## src/rtl/pacman_steering.sv

```systemverilog
`default_nettype none
// ============================================================================
// Module      : pacman_steering
// Description : Buffers the latest direction button as a pending turn, probes
//               the maze map on each move tick and drives heading/blocked.
// Revision    : 1.0 - initial release
// ============================================================================
module pacman_steering #(
    parameter int RESET_DIR  = 3,
    parameter int HOLD_TICKS = 8
) (
    input  logic       clk,
    input  logic       reset,
    input  logic       ce,
    input  logic       btn_up,
    input  logic       btn_left,
    input  logic       btn_down,
    input  logic       btn_right,
    input  logic [4:0] tile_x,
    input  logic [4:0] tile_y,
    output logic [4:0] probe_x,
    output logic [4:0] probe_y,
    input  logic       probe_wall,
    output logic [1:0] direction,
    output logic       blocked,
    output logic       busy
);

    localparam int c_CNT_W = $clog2(HOLD_TICKS + 1);

    localparam logic [2:0] c_ST_IDLE   = 3'd0;
    localparam logic [2:0] c_ST_P_PEND = 3'd1;
    localparam logic [2:0] c_ST_W_PEND = 3'd2;
    localparam logic [2:0] c_ST_D_PEND = 3'd3;
    localparam logic [2:0] c_ST_P_CUR  = 3'd4;
    localparam logic [2:0] c_ST_W_CUR  = 3'd5;
    localparam logic [2:0] c_ST_D_CUR  = 3'd6;

    logic [3:0]         w_btn;
    logic [3:0]         r_sync1;
    logic [3:0]         r_sync2;
    logic               w_any;
    logic [1:0]         w_enc;
    logic               r_pend_valid;
    logic [1:0]         r_pend_dir;
    logic [c_CNT_W-1:0] r_hold_cnt;
    logic [2:0]         r_state;
    logic [2:0]         w_state_nxt;
    logic               w_turn_ok;
    logic [9:0]         w_cand_pend;
    logic [9:0]         w_cand_cur;
    logic [4:0]         r_probe_x;
    logic [4:0]         r_probe_y;
    logic [1:0]         r_direction;
    logic               r_blocked;

    // Neighbour tile {x, y} in the given heading, wrapping modulo 32.
    function automatic logic [9:0] f_cand(input logic [1:0] dir,
                                          input logic [4:0] x,
                                          input logic [4:0] y);
        logic [4:0] nx;
        logic [4:0] ny;
        nx = x;
        ny = y;
        case (dir)
            2'd0:    ny = y - 5'd1;
            2'd1:    nx = x - 5'd1;
            2'd2:    ny = y + 5'd1;
            default: nx = x + 5'd1;
        endcase
        return {nx, ny};
    endfunction

    assign w_btn = {btn_right, btn_down, btn_left, btn_up};

    always_ff @(posedge clk) begin
        if (reset) begin
            r_sync1 <= 4'd0;
            r_sync2 <= 4'd0;
        end else begin
            r_sync1 <= w_btn;
            r_sync2 <= r_sync1;
        end
    end

    always_comb begin
        w_any = |r_sync2;
        w_enc = 2'd3;
        if (r_sync2[0])      w_enc = 2'd0;
        else if (r_sync2[1]) w_enc = 2'd1;
        else if (r_sync2[2]) w_enc = 2'd2;
    end

    assign w_turn_ok = (r_state == c_ST_D_PEND) && !probe_wall;

    // A fresh press always overrides both hold expiry and a completed turn.
    always_ff @(posedge clk) begin
        if (reset) begin
            r_pend_valid <= 1'b0;
            r_pend_dir   <= 2'd0;
            r_hold_cnt   <= '0;
        end else if (w_any) begin
            r_pend_valid <= 1'b1;
            r_pend_dir   <= w_enc;
            r_hold_cnt   <= c_CNT_W'(HOLD_TICKS);
        end else begin
            if (ce && r_pend_valid) begin
                r_hold_cnt <= r_hold_cnt - c_CNT_W'(1);
                if (r_hold_cnt == c_CNT_W'(1)) begin
                    r_pend_valid <= 1'b0;
                end
            end
            if (w_turn_ok) begin
                r_pend_valid <= 1'b0;
            end
        end
    end

    always_ff @(posedge clk) begin
        if (reset) begin
            r_state <= c_ST_IDLE;
        end else begin
            r_state <= w_state_nxt;
        end
    end

    always_comb begin
        w_state_nxt = r_state;
        case (r_state)
            c_ST_IDLE:   if (ce) w_state_nxt = r_pend_valid ? c_ST_P_PEND : c_ST_P_CUR;
            c_ST_P_PEND: w_state_nxt = c_ST_W_PEND;
            c_ST_W_PEND: w_state_nxt = c_ST_D_PEND;
            c_ST_D_PEND: w_state_nxt = probe_wall ? c_ST_P_CUR : c_ST_IDLE;
            c_ST_P_CUR:  w_state_nxt = c_ST_W_CUR;
            c_ST_W_CUR:  w_state_nxt = c_ST_D_CUR;
            c_ST_D_CUR:  w_state_nxt = c_ST_IDLE;
            default:     w_state_nxt = c_ST_IDLE;
        endcase
    end

    assign w_cand_pend = f_cand(r_pend_dir, tile_x, tile_y);
    assign w_cand_cur  = f_cand(r_direction, tile_x, tile_y);

    always_ff @(posedge clk) begin
        if (reset) begin
            r_probe_x   <= 5'd0;
            r_probe_y   <= 5'd0;
            r_direction <= 2'(RESET_DIR);
            r_blocked   <= 1'b0;
        end else begin
            case (r_state)
                c_ST_P_PEND: {r_probe_x, r_probe_y} <= w_cand_pend;
                c_ST_D_PEND: begin
                    if (!probe_wall) begin
                        r_direction <= r_pend_dir;
                        r_blocked   <= 1'b0;
                    end
                end
                c_ST_P_CUR:  {r_probe_x, r_probe_y} <= w_cand_cur;
                c_ST_D_CUR:  r_blocked <= probe_wall;
                default: ;
            endcase
        end
    end

    assign probe_x   = r_probe_x;
    assign probe_y   = r_probe_y;
    assign direction = r_direction;
    assign blocked   = r_blocked;
    assign busy      = (r_state != c_ST_IDLE);

endmodule
`default_nettype wire

```

## config.mk

```make
export PLATFORM = sky130hd
export DESIGN_NAME = pacman_steering
export DESIGN_NICKNAME = d
export VERILOG_FILES = /design/src/rtl/pacman_steering.sv
export SDC_FILE = /design/constraint.sdc
export NUM_CORES = 1
export LEC_CHECK = 0
export ABC_AREA = 0
export BUFFER_PORTS_ARGS = -buffer_cell sky130_fd_sc_hd__buf_2
export CAP_MARGIN = 10
export CORE_ASPECT_RATIO = 2
export CORE_MARGIN = 5
export CORE_UTILIZATION = 50
export DETAILED_ROUTE_END_ITERATION = 6
export PLACE_DENSITY = 0.84
export SETUP_SLACK_MARGIN = 0.02
export SLEW_MARGIN = 20
export SYNTH_ARGS = -nofsm -noshare
export SYNTH_HDL_FRONTEND = slang
export SYNTH_SLANG_ARGS = --single-unit
```

## constraint.sdc

```tcl
create_clock -name clk -period 4.3 [get_ports clk]
set_input_delay 0.86 -clock clk [delete_from_list [all_inputs] [get_ports clk]]
set_output_delay 0.86 -clock clk [all_outputs]
set_load 0.01 [all_outputs]
```

======== Yosys cells after proc, flatten, opt, wreduce, memory -nomap -nowiden ========
Cells that the tools add are included.
word-level totals
  register bits after elaboration ......... 31
  bits of input ports ..................... 18
  output and inout bits ................... 14
  word-level logic and storage cells ...... 70
operators by class
  add/subtract/negate cells ............... 5
  equal/unequal tests ..................... 13
  muxes and demuxes ....................... 21
  bitwise logic cells ..................... 1
  reductions and logical operators ........ 19
operator list
  kind                 count
  $pmux 5 s2           6
  $pmux 3 s6           1
  $add 5x1->5 const B  2
  $sub 5x1->5 const B  2
  $eq 3x3->1 const B   3
  $mux 3               3
  $reduce_bool 3->1    3
  $mux 4               2
  $eq 3x2->1 const B   2
  $mux 1               6
  $reduce_and 2->1     3
  $reduce_bool 2->1    3
  $reduce_or 5->1      1
  $eq 2x1->1 const B   2
  $eq 2x2->1 const B   2
  $eq 4x1->1 const B   1
  $logic_not 2->1      2
  $mux 2               2
  $ne 2x2->1 const B   2
  $reduce_or 2->1      2
  $reduce_or 4->1      1
  $sub 4x1->4 const B  1
  $eq 3x1->1 const B   1
  $logic_not 3->1      1
  other kinds (4)      5

======== Longest topological paths before layout ========
Gate-level depths: netlist (run 1).
  depth in word-level cells ............... 5
  gate-level depth with buffers ........... 7
  mapped depth without buffers ............ 7

======== Least setup slack after synthesis (run 1) ========
OpenSTA, ideal clock, no wires.
  kind .................................... in2reg
  start ................................... input port tile_y[0]
  end ..................................... register r_probe_y[4] (netlist: probe_y[4])
  setup time .............................. 131 ps
  data arrival time ....................... 1997 ps
  data required time ...................... 4169 ps
  setup slack ............................. 2172 ps
  stages on the path ...................... 7
  buffers on the path ..................... 0
  cell sequence ........................... inv_1 > ha_1 > or4b_1 > a21oi_1 > o311ai_0 > nor2_1 > o31ai_1
on the way
  cells in the longest elaborated chain, start to end .. 3
  elaborated cells on any way between the ends .. 5
  classes of those cells .................. add/sub (2); mux (3)
ends and longest elaborated chain
  element                                     RTL line  RTL
  start, declared                             20        input logic [4:0] tile_y,
  $add 5x1->5 or $sub 5x1->5 (tied branches)  68, 66
  $pmux 5 s2                                  65        case (dir)
  $pmux 5 s2 *                                151       case (r_state)
  end signal, assigned                        152       c_ST_P_PEND: {r_probe_x, r_probe_y} <= w_cand_pend;
  end signal, assigned                        159       c_ST_P_CUR: {r_probe_x, r_probe_y} <= w_cand_cur;
  end, declared                               53        logic [4:0] r_probe_y;
Every way passes the cells marked *; elsewhere a longest branch is shown, timed or not.
A chain may end at the register's enable or synchronous reset.

======== Worst setup path in the final report (run 1) ========
  start ................................... register r_state[2]
  end ..................................... register r_probe_x[2] (netlist: probe_x[2])
on the way
  cells in the longest elaborated chain, start to end .. 2
  elaborated cells on any way between the ends .. 4
  classes of those cells .................. eq/ne (2); mux (1); reduce/logical (1)
ends and longest elaborated chain
  element                                          RTL line  RTL
  start, declared                                  47        logic [2:0] r_state;
  start signal, assigned                           121       r_state <= c_ST_IDLE;
  start signal, assigned                           123       r_state <= w_state_nxt;
  $eq 3x3->1 or $eq 3x1->1 (tied branches)         151
  $pmux 5 s2 or $reduce_bool 2->1 (tied branches)  --
  end signal, assigned                             152
  end signal, assigned                             159
  end, declared                                    52        logic [4:0] r_probe_x;
Parallel ways exist; a longest one is shown, timed or not.

==> results of run 1 <==
-- power groups by stage --
stage	logic (uW)	clock network, uW	registers, uW
finish	249	230	365
global route	279	248	372
CTS	251	237	365
detailed placement	250	0	372
global placement	245	0	370
floorplan	183	0	363
-- flip-flops by register name, indices dropped and copies added (netlist names) --
| signal | cells |
|---|---|
| blocked | 1 |
| direction | 2 |
| probe_x | 5 |
| probe_y | 5 |
| r_hold_cnt | 4 |
| r_pend_dir | 2 |
| r_pend_valid | 1 |
| r_state | 3 |
| r_sync1 | 4 |
| r_sync2 | 4 |
-- worst max-delay path by stage --
| stage | start | to | slack, ns | cells after the start |
|---|---|---|---|---|
| floorplan | tile_y[0] | probe_y[4] | 2.17 | 7 |
| detailed placement | tile_y[0] | probe_y[4] | 1.77 | 8 |
| finish | r_state[2] | probe_x[2] | 2.03 | 5 |
| CTS | tile_y[1] | probe_y[4] | 2.08 | 8 |
| global route | r_state[2] | probe_x[2] | 1.87 | 5 |
| global placement | tile_y[0] | probe_y[4] | 1.92 | 8 |
-- cells by family (layout without fill, tap and decap cells) --
group | after synthesis | in the layout | share of synthesized area, %
AND/OR/NAND/NOR | 81 | 81 | 24.25
AO/OA/AOI/OAI | 51 | 51 | 18.48
flip-flops | 31 | 31 | 34.86
buffers and inverters | 25 | 49 | 5.763
XOR/XNOR | 17 | 17 | 8.362
multiplexers | 7 | 7 | 4.076
adder cells (fa/ha/maj) | 6 | 6 | 4.216
-- critical path: cells and delay by family (launching register included) --
kind | cells | cell delay, ns
simple gates | 2 | 0.67
mux | 1 | 0.28
flops | 1 | 0.51
compound gates | 2 | 0.68
-- metrics by stage --
step	cells	hold WS (ns)	cell area [um^2]	setup WS, ns
2_1_floorplan	218	0.4138	1780	2.172
3_3_place_gp	283	0.4174	1934	1.916
3_5_place_dp	283	0.4247	1934	1.772
4_1_cts	290	0.4390	2022	2.081
5_1_grt	290	0.4605	2022	1.875
6_report	290	0.4323	2022	2.031
-- cell usage in the layout, fill, tap and decap left out, types with 3 or more instances in the layout --
master     n
ha_1       6
xnor2_1    6
nor2b_1   11
nor2_1    20
buf_2     31
nand3_1    5
nor3_1     4
xor2_1    11
a31oi_1    3
a22oi_1    3
nand4_1    6
clkbuf_8   6
a21oi_1   18
mux2i_1    5
o21ai_0    7
dfxtp_1   31
inv_1     11
nand2_1   16
a211oi_1   3
nor4_1     3
o22ai_1    4
nand2b_1   4
-- area by class of cell --
| class | count | share of cell area [%] |
|---|---|---|
| Multi-Input combinational cell | 162 | 52.29 |
| Sequential cell | 31 | 30.69 |
| Timing Repair Buffer | 31 | 7.673 |
| Clock buffer | 6 | 4.084 |
| Tap cell | 48 | 2.970 |
| Inverter | 11 | 2.042 |
| Clock inverter | 1 | 0.2475 |
-- layer usage --
metal	wire length, um	vias to the layer above	global-route usage, %	share of wire (%)
li1	-	813	-	-
met1	1451	752	17.27	36
met2	2207	37	32.56	55
met3	172	14	4.265	4.3
met4	195	0	13.86	4.8
met5	0	-	0	0
==> results by group, run 1 <==
Run status
  – Status: completed

Floorplanning
  – DIE AREA: 4927 um^2
  – Boundary Pins: 32
  – Core area: 3416 um^2
  – Die Width: roughly 52 um
  – Die Y: 94.39 um
  – Row cnt: 30
  – Initial Util: 52.12%

CTS
  – Post_cts resized: 0
  – Cts bufs inserted: 5
  – Hold_buf cts: 0
  – CTS Root Cell: clkbuf_8
  – Clk_lat worst skew: 0.29 ns
  – CTS tree: yes
  – Clock Sinks: 31
  – Reg clk slew, reported paths: 0.06 ns
  – Setup repair bufs after CTS: 0
  – Clk buf depth: 2
  – # H-tree levels: 2

Finish
  – Post-layout util: 59.19%
  – Area growth syn-to-layout: 13.56%
  – Fillers: 300
  – Fraction of layout cells with a size suffix above 1: around 18%
  – FF/Latch Area: 620.6 um^2
  – Area of the multi-input gates: 1057 um^2
  – Final #Nets: around 270
  – Antenna diodes: 0

Setup path
  – Critical Path RT: approximately 4.5 ns
  – Worst R2R Setup Slack: 2.03 ns
  – Critical-path cell list: nor3b_4 -> mux2i_1 -> o21bai_1 -> a2111oi_2 -> nor3_1
  – WS Path Type: flip-flop to flip-flop
  – Setup crit start kind: flip-flop
  – Critical path arrival: 2.43 ns
  – Slowest-stage cell, CP: nor3b_4
  – Critical Path End Type: flip-flop
  – R2r worst-path depth: 5
  – Critical path peak fanout: 14
  – Critical R2R Capture: probe_x[2]
  – Delay of the slowest critical-path stage: 0.58 ns
  – R2R Path Start: r_state[2]

Timing
  – Max Clock Freq: 440.7 MHz
  – RSZ-0062 raised after global routing: false
  – Setup_tns: 0 ns
  – Final clock skew: 0.004673 ns
  – Worst slew margin: 61.10%
  – Actual slew at the worst max-slew pin: 0.5829 ns
  – Final hold violations: 0
  – Final setup vio count: 0
  – Min cycle time layout: 2.269 ns
  – Final period util: 52.77%
  – Slew Limit Fails: 0

Synthesis
  – Synth top area share: 34.86%
  – Post-synth top cells: dfxtp_1 (31), nor2_1 (20), a21oi_1 (18)
  – Async set or reset register ratio after synthesis: 0%
  – Synth Register Bits: 31
  – Mapped Avg Cell Area: 8.167 um^2
  – Top cells by area, synth: dfxtp_1 (35%), xor2_1 (5.4%), a21oi_1 (5.1%)
  – Syn Std Cell Area: 1780 um^2
  – Cells after Synth: 218
  – Main synth FF type: dfxtp_1
  – Netlist cell types: 44
  – Sequential cell area fraction in the yosys report: between 30% and 40%
  – Most common cell in the netlist: dfxtp_1
  – Post-synth EDFFs: 0
  – Syn nets: around 240
  – Ys Warns: 0
  – Top cell type by total area after synthesis: dfxtp_1

Global routing
  – Largest net degree at the start of global routing: 27
  – GRT Residual Overflow: 0
  – Overall Global Routing Usage: 18.31%
  – Vias in the first global route: 1560
  – Initial antenna violation count: 0
  – First-pass GRT wire length: 6741 um

Flow run
  – Max cap viols: 0

Power and ir drop
  – PwrDens: 417.9 nW/um^2
  – Sw Ratio: 33.84%
  – P_sw: 285.9 uW
  – Maximum VDD drop: 0.3109 mV
  – Leak: 0.0008221 uW
  – Clock share of power: 27.2%
  – Power Internal: 559.0 uW
  – Sequential share of power: 43.2%
  – Total Power: 844.9 uW
  – Comb pwr share: ~30%

Routing
  – Total Routed Length: 4026 um
  – Antenna Nets Post-Route: 0
  – DRC errors left: 0
  – Pre-antenna DRT Iters: 4
  – Wirelength per Cell: 13.88 um
  – DRT iter0 DRCs: 33
  – Drt via density: 5.572
  – Detailed-route via count: 1616

Placed design
  – RePlAce Congestion: slightly above 0.8
  – Post-DP HPWL: 3010 um
  – Port bufs: 31

Hold path
  – Hold path cells: 1
  – Hold Path End: r_sync2[1]
  – Hold_sp: r_sync1[1]
  – Hold Crit Class: flip-flop to flip-flop
Note: power is estimated with default switching activity, not from simulation.
==> inputs of run 2 (changes only) <==
--- a/config.mk
+++ b/config.mk
@@ -5,14 +5,14 @@
 export SDC_FILE = /design/constraint.sdc
 export NUM_CORES = 1
 export LEC_CHECK = 0
-export ABC_AREA = 0
+export ABC_AREA = 1
 export BUFFER_PORTS_ARGS = -buffer_cell sky130_fd_sc_hd__buf_2
 export CAP_MARGIN = 10
 export CORE_ASPECT_RATIO = 2
 export CORE_MARGIN = 5
 export CORE_UTILIZATION = 50
 export DETAILED_ROUTE_END_ITERATION = 6
-export PLACE_DENSITY = 0.84
+export PLACE_DENSITY = 0.83
 export SETUP_SLACK_MARGIN = 0.02
 export SLEW_MARGIN = 20
 export SYNTH_ARGS = -nofsm -noshare
==> constraint.sdc (replaced) <==
create_clock -name clk -period 2.2 [get_ports clk]
set_input_delay 0.44 -clock clk [delete_from_list [all_inputs] [get_ports clk]]
set_output_delay 0.44 -clock clk [all_outputs]
set_load 0.01 [all_outputs]
==> run 2 against run 1 <==
Against the previous run: power grew 100%; critical path depth down 2; clock skew is 0.0033 ns higher; worst hold slack lost 0.073 ns; cell area up 4.0%; synthesized cell count grew 31%; first-iteration DRC count up 39%; combinational power up 120%; area after synthesis up 3.2%; register-to-register slack worse by 1.3 ns; largest power group unchanged.
==> results by group, run 2 <==
Run status
  – Status: completed

Routing
  – Detailed-route via count: 1888
  – DRC errors left: 0
  – Drt via density: 5.173
  – Pre-antenna DRT Iters: 5
  – Wirelength per Cell: 11.39 um
  – DRT iter0 DRCs: 46
  – Antenna Nets Post-Route: 0
  – Total Routed Length: 4156 um

Power and ir drop
  – Maximum VDD drop: 0.5150 mV
  – Leak: around 0.0011 uW
  – PwrDens: 807.9 nW/um^2

Global routing
  – Vias in the first global route: 1845
  – Largest net degree at the start of global routing: 17
  – Initial antenna violation count: 0
  – First-pass GRT wire length: around 7400 um
  – Overall Global Routing Usage: 19.42%
  – GRT Residual Overflow: 0

Finish
  – Area of the multi-input gates: 1006 um^2
  – Most frequent cells in the layout: nand2_1 (70), inv_1 (44), nand3_1 (36)
  – FF/Latch Area: 620.6 um^2
  – Fillers: 379
  – Final #Nets: 340
  – Most common cell after layout, fill and taps aside: nand2_1
  – Area growth syn-to-layout: 14.51%
  – Post-layout util: 58.31%
  – Antenna diodes: 0
  – Fraction of layout cells with a size suffix above 1: 14.56%

CTS
  – Reg clk slew, reported paths: 0.06 ns
  – CTS Root Cell: clkbuf_8
  – Setup repair bufs after CTS: 0
  – CTS tree: yes
  – Post_cts resized: 0
  – Hold_buf cts: 0
  – Clk_lat worst skew: between 0.2 and 0.3 ns
  – Cts bufs inserted: 5
  – Clock Sinks: 31
  – Clk buf depth: 2
  – # H-tree levels: 2

Synthesis
  – Simple logic cell fraction of the synthesized area: 35.97%
  – Netlist cell types: 27
  – Mapped Avg Cell Area: around 6.4 um^2
  – Fraction of synthesized cell area in xor and xnor cells: 2.861%
  – Synth top area share: 33.79%
  – Async set or reset register ratio after synthesis: 0%
  – Top cells by area, synth: dfxtp_1 (34%), nand2_1 (14%), nand3_1 (9.8%)
  – Main synth FF type: dfxtp_1
  – Adder-Cell Fraction of Synth Area: 4.087%
  – Mux cell area share after synthesis: 0.5450%
  – Post-synth top cells: nand2_1 (70), inv_1 (44), nand3_1 (36)
  – Synth Area in Compound Gates: 11.31%
  – Sequential cell area fraction in the yosys report: 33.79%
  – Cells after Synth: 285
  – Most common cell in the netlist: nand2_1
  – Synth Register Bits: 31
  – Post-synth EDFFs: 0
  – Syn Std Cell Area: roughly 1800 um^2
  – Syn nets: 309
  – Ys Warns: 0
  – Top cell type by total area after synthesis: dfxtp_1
  – Largest family of logic cells by synthesized area: simple AND/OR/NAND/NOR gates

Timing
  – Final setup vio count: 0
  – Slew Limit Fails: 0
  – RSZ-0062 raised after global routing: false
  – Max Clock Freq: 660.0 MHz
  – Final period util: 68.88%
  – Final clock skew: 0.007984 ns
  – Setup_tns: 0 ns
  – Actual slew at the worst max-slew pin: 0.4834 ns
  – Worst slew margin: between 60% and 70%
  – Final hold violations: 0
  – Min cycle time layout: approximately 1.5 ns

Floorplanning
  – Core area: 3607 um^2
  – Die Width: 52.86 um
  – Die Y: between 90 and 100 um
  – DIE AREA: 5059 um^2
  – Initial Util: just over 50%
  – Row cnt: 31
  – Boundary Pins: 32

Hold path
  – Hold Crit Class: input port to flip-flop

Flow run
  – Max cap viols: 0

Setup path
  – Critical path arrival: 1.08 ns
  – Worst R2R Setup Slack: 0.69 ns
  – Setup crit start kind: flip-flop
  – Critical Path End Type: primary output
  – Critical path peak fanout: 5
  – WS Path Type: flip-flop to primary output
  – Critical Path RT: 1.76 ns

Placed design
  – Port bufs: 31
  – Post-DP HPWL: 3241 um
  – RePlAce Congestion: between 0.8 and 0.9
-- run 2: changes by cell type after synthesis, sizes merged, moves of 5 or more --
cell    delta
clkbuf     -6
inv       +35
nand2     +56
nand3     +31
nor2      +10
nor2b     -11
o21ai      +9
xnor2      -6
xor2       -5
-- run 2: stage by stage --
stage	power (uW)	std cells	instance area [um^2]	hold WS, ns	worst slack [ns]
finish	1699	365	2103	0.3592	0.6847
CTS	1716	365	2103	0.3529	0.6689
global placement	1260	358	2016	0.3899	0.6426
global route	1834	365	2103	0.3676	0.4881
detailed placement	1267	358	2016	0.3985	0.5965
floorplan	1094	285	1837	0.3883	0.8604
-- run 2: worst paths after layout --
path | depth (start not counted) | start | end
worst max-delay path | 3 | r_state[0] | busy
worst min-delay path | 3 | btn_up | r_sync1[0]
worst max register to register | 9 | r_state[0] | probe_x[4]
worst min register to register | 2 | r_sync1[0] | r_sync2[0]
-- run 2: area by class of cell --
cell class                      instances  share of cell area (%)
Tap cell                               49                   2.915
Multi-Input combinational cell        201                   47.83
Timing Repair Buffer                   31                   7.377
Clock buffer                            6                   3.926
Sequential cell                        31                   29.51
Inverter                               46                   8.209
Clock inverter                          1                  0.2380
-- run 2: worst max-delay path, cell delays in order, from the launching register on --
cell     delay [ns]
dfxtp_1        0.44
nor2_1         0.10
nand2_1        0.11
buf_2          0.14
-- run 2: layer usage --
layer / part of all wire, % / global-route usage [%] / vias to the layer above
met3: 4.2 / 4.186 / 15
li1: - / - / 973
met1: 37 / 17.94 / 852
met2: 55 / 36.62 / 48
met4: 3.7 / 11.73 / 0
met5: 0 / 0 / -
-- run 2: report_power, final --
group | internal (uW) | switching (uW) | leakage, uW | total, uW
Combinational | 201 | 349 | 0.000763 | 550
Sequential | 645 | 59.7 | 0.000255 | 705
Clock | 245 | 200 | 0.0000470 | 445
-- run 2: cell families (layout without fill, tap and decap cells) --
family	count (synthesis)	count (layout)
XOR/XNOR	6	6
AND/OR/NAND/NOR	151	151
buffers and inverters	53	84
multiplexers	1	1
AO/OA/AOI/OAI	37	37
adder cells (fa/ha/maj)	6	6
flip-flops	31	31
==> inputs of run 3 (changes only) <==
--- a/config.mk
+++ b/config.mk
@@ -5,14 +5,14 @@
 export SDC_FILE = /design/constraint.sdc
 export NUM_CORES = 1
 export LEC_CHECK = 0
-export ABC_AREA = 1
+export ABC_AREA = 0
 export BUFFER_PORTS_ARGS = -buffer_cell sky130_fd_sc_hd__buf_2
 export CAP_MARGIN = 10
 export CORE_ASPECT_RATIO = 2
 export CORE_MARGIN = 5
 export CORE_UTILIZATION = 50
 export DETAILED_ROUTE_END_ITERATION = 6
-export PLACE_DENSITY = 0.83
+export PLACE_DENSITY = 0.84
 export SETUP_SLACK_MARGIN = 0.02
 export SLEW_MARGIN = 20
 export SYNTH_ARGS = -nofsm -noshare
==> constraint.sdc (replaced) <==
create_clock -name clk -period 1.4 [get_ports clk]
set_input_delay 0.28 -clock clk [delete_from_list [all_inputs] [get_ports clk]]
set_output_delay 0.28 -clock clk [all_outputs]
set_load 0.01 [all_outputs]
==> run 3 against run 2 <==
Against the previous run: the flow now finishes with violations (negative setup slack); sequential cell count unchanged; power increased by 81%; sequential share of layout area decreased by 4.7 points; critical path depth unchanged; count of clock-buffer cells in the layout unchanged; via count decreased by 0.53%; non-clock buffer count increased by 45; die area decreased by 2.6%; core utilization increased by 16 points; first-iteration DRC count decreased by 33%; worst hold slack got worse by 0.15 ns; critical endpoint unchanged; worst setup slack got worse by 0.83 ns.
==> results by group, run 3 (synthesis results as in run 1) <==
Floorplanning
  – Die Y: 94.39 um
  – Row cnt: 30
  – Core area: roughly 3400 um^2
  – DIE AREA: 4927 um^2
  – Initial Util: 52.12%
  – Die Width: 52.20 um
  – Boundary Pins: 32

Power and ir drop
  – Maximum VDD drop: 1.050 mV
  – PwrDens: around 1200 nW/um^2
  – Leak: 0.001078 uW
  – Total Power: approximately 3000 uW

Global routing
  – Vias in the first global route: between 1500 and 2000
  – First-pass GRT wire length: 8245 um
  – Initial antenna violation count: 0
  – GRT Residual Overflow: 0
  – Overall Global Routing Usage: 22.31%
  – Largest net degree at the start of global routing: 18

CTS
  – CTS Root Cell: clkbuf_8
  – Clk buf depth: 2
  – Clock Sinks: 31
  – # H-tree levels: 2
  – Reg clk slew, reported paths: 0.07 ns
  – Clk_lat worst skew: 0.28 ns
  – CTS tree: yes
  – Cts bufs inserted: 5

Timing
  – Min cycle time layout: 1.548 ns
  – Final period util: 110.6%
  – Final hold violations: 0
  – Max Clock Freq: 646.0 MHz
  – Slew Limit Fails: 0
  – RSZ-0062 raised after global routing: true
  – Actual slew at the worst max-slew pin: 0.3619 ns
  – Final WS setup: -0.1479 ns
  – Final clock skew: 0.006621 ns
  – Final setup vio count: 7
  – Worst slew margin: 75.65%

Hold path
  – Hold Crit Class: input port to flip-flop

Placed design
  – Pre-CTS setup slack: -0.2903 ns
  – Post-DP HPWL: between 3000 and 4000 um
  – Port bufs: 31
  – Dpl cells: 320
  – RePlAce Congestion: around 0.86

Setup path
  – Critical Path End Type: primary output
  – Critical path arrival: 1.27 ns
  – Setup crit start kind: flip-flop
  – WS Path Type: flip-flop to primary output
  – Critical path peak fanout: 4
  – Critical Path RT: 1.12 ns

Routing
  – Top Layer Used: met4
  – Pre-antenna DRT Iters: 4
  – Drt via density: 5.606
  – M1 WL: 1667 um
  – Wirelength per Cell: 14.91 um
  – DR WL met3: 233 um
  – Detailed-route via count: 1878
  – Antenna Nets Post-Route: 0
  – DRT iter0 DRCs: 31
  – DRC errors left: 0
  – Met2 routed WL: about 2800 um
  – Total Routed Length: 4994 um

Finish
  – Area growth syn-to-layout: 42.87%
  – Most common cell after layout, fill and taps aside: buf_4
  – Post-route insts no fill: 335
  – Fraction of layout cells with a size suffix above 1: 39.37%
  – Post-layout util: around three quarters
  – Fillers: 253
  – Most frequent cells in the layout: buf_4 (38), buf_2 (30), dfxtp_1 (25)
  – Final #Nets: 311
  – Antenna diodes: 0

Flow run
  – Max cap viols: 0

Run status
  – Failing checks: negative setup slack
  – Status: finished with violations
==> run 3: routing by layer <==
layer  global-route usage [%]  vias up
li1                         -      905
met1                    20.04      885
met2                    41.70       64
met3                    4.423       24
met4                    15.99        0
met5                        0        -
==> run 3: worst max-delay path, stage by stage (launching register included) <==
cell and delay (ns):
dfxtp_2 0.34, buf_6 0.12, or3_4 0.39, buf_6 0.13
==> run 3: area by class of cell <==
class | count | area, um^2 | area share [%]
inverter | 11 | 41.29 | 1.623
multi-input combinational | 162 | 1199 | 47.12
clock buffer | 6 | 82.58 | 3.246
timing repair buffer | 76 | 525.5 | 20.66
sequential | 31 | 630.6 | 24.79
tap | 48 | 60.06 | 2.361
clock inverter | 1 | 5.005 | 0.1968
==> run 3: path summary, 6_finish.rpt <==
kind	startpoint	end	slack, ns	cells past startpoint
hold / removal	btn_up	r_sync1[0]	0.21	2
setup / recovery	r_state[0]	busy	-0.15	3
setup reg to reg	r_state[1]	probe_x[2]	-0.13	6
hold reg to reg	r_sync1[0]	r_sync2[0]	0.44	1
==> run 3: what timing repair did <==
action	4_1_cts	5_1_grt
resized for setup	26	8
gates cloned	0	0
pin swaps	11	7
endpoints found under the setup margin	10	11
buffers inserted	7	1
hold buffers	0	0
==> run 3: where the power goes <==
part	internal (uW)	total, uW	switching, uW	leakage [uW]
Sequential	1010	1080	78.5	0.000257
Combinational	669	1280	616	0.000775
Clock	385	712	327	0.0000470
Total	2060	3080	1020	0.00108
==> run 3: metrics by stage <==
stage / instance area (um^2) / setup TNS, ns / hold WS [ns]
after global placement: 2236 / -1.245 / 0.4197
after detailed placement: 2236 / -1.484 / 0.4310
after floorplan: 1826 / -0.2222 / 0.4082
after global routing: 2544 / -1.084 / 0.2210
after CTS: 2494 / -0.4855 / 0.2127
final: 2544 / -0.5010 / 0.2130
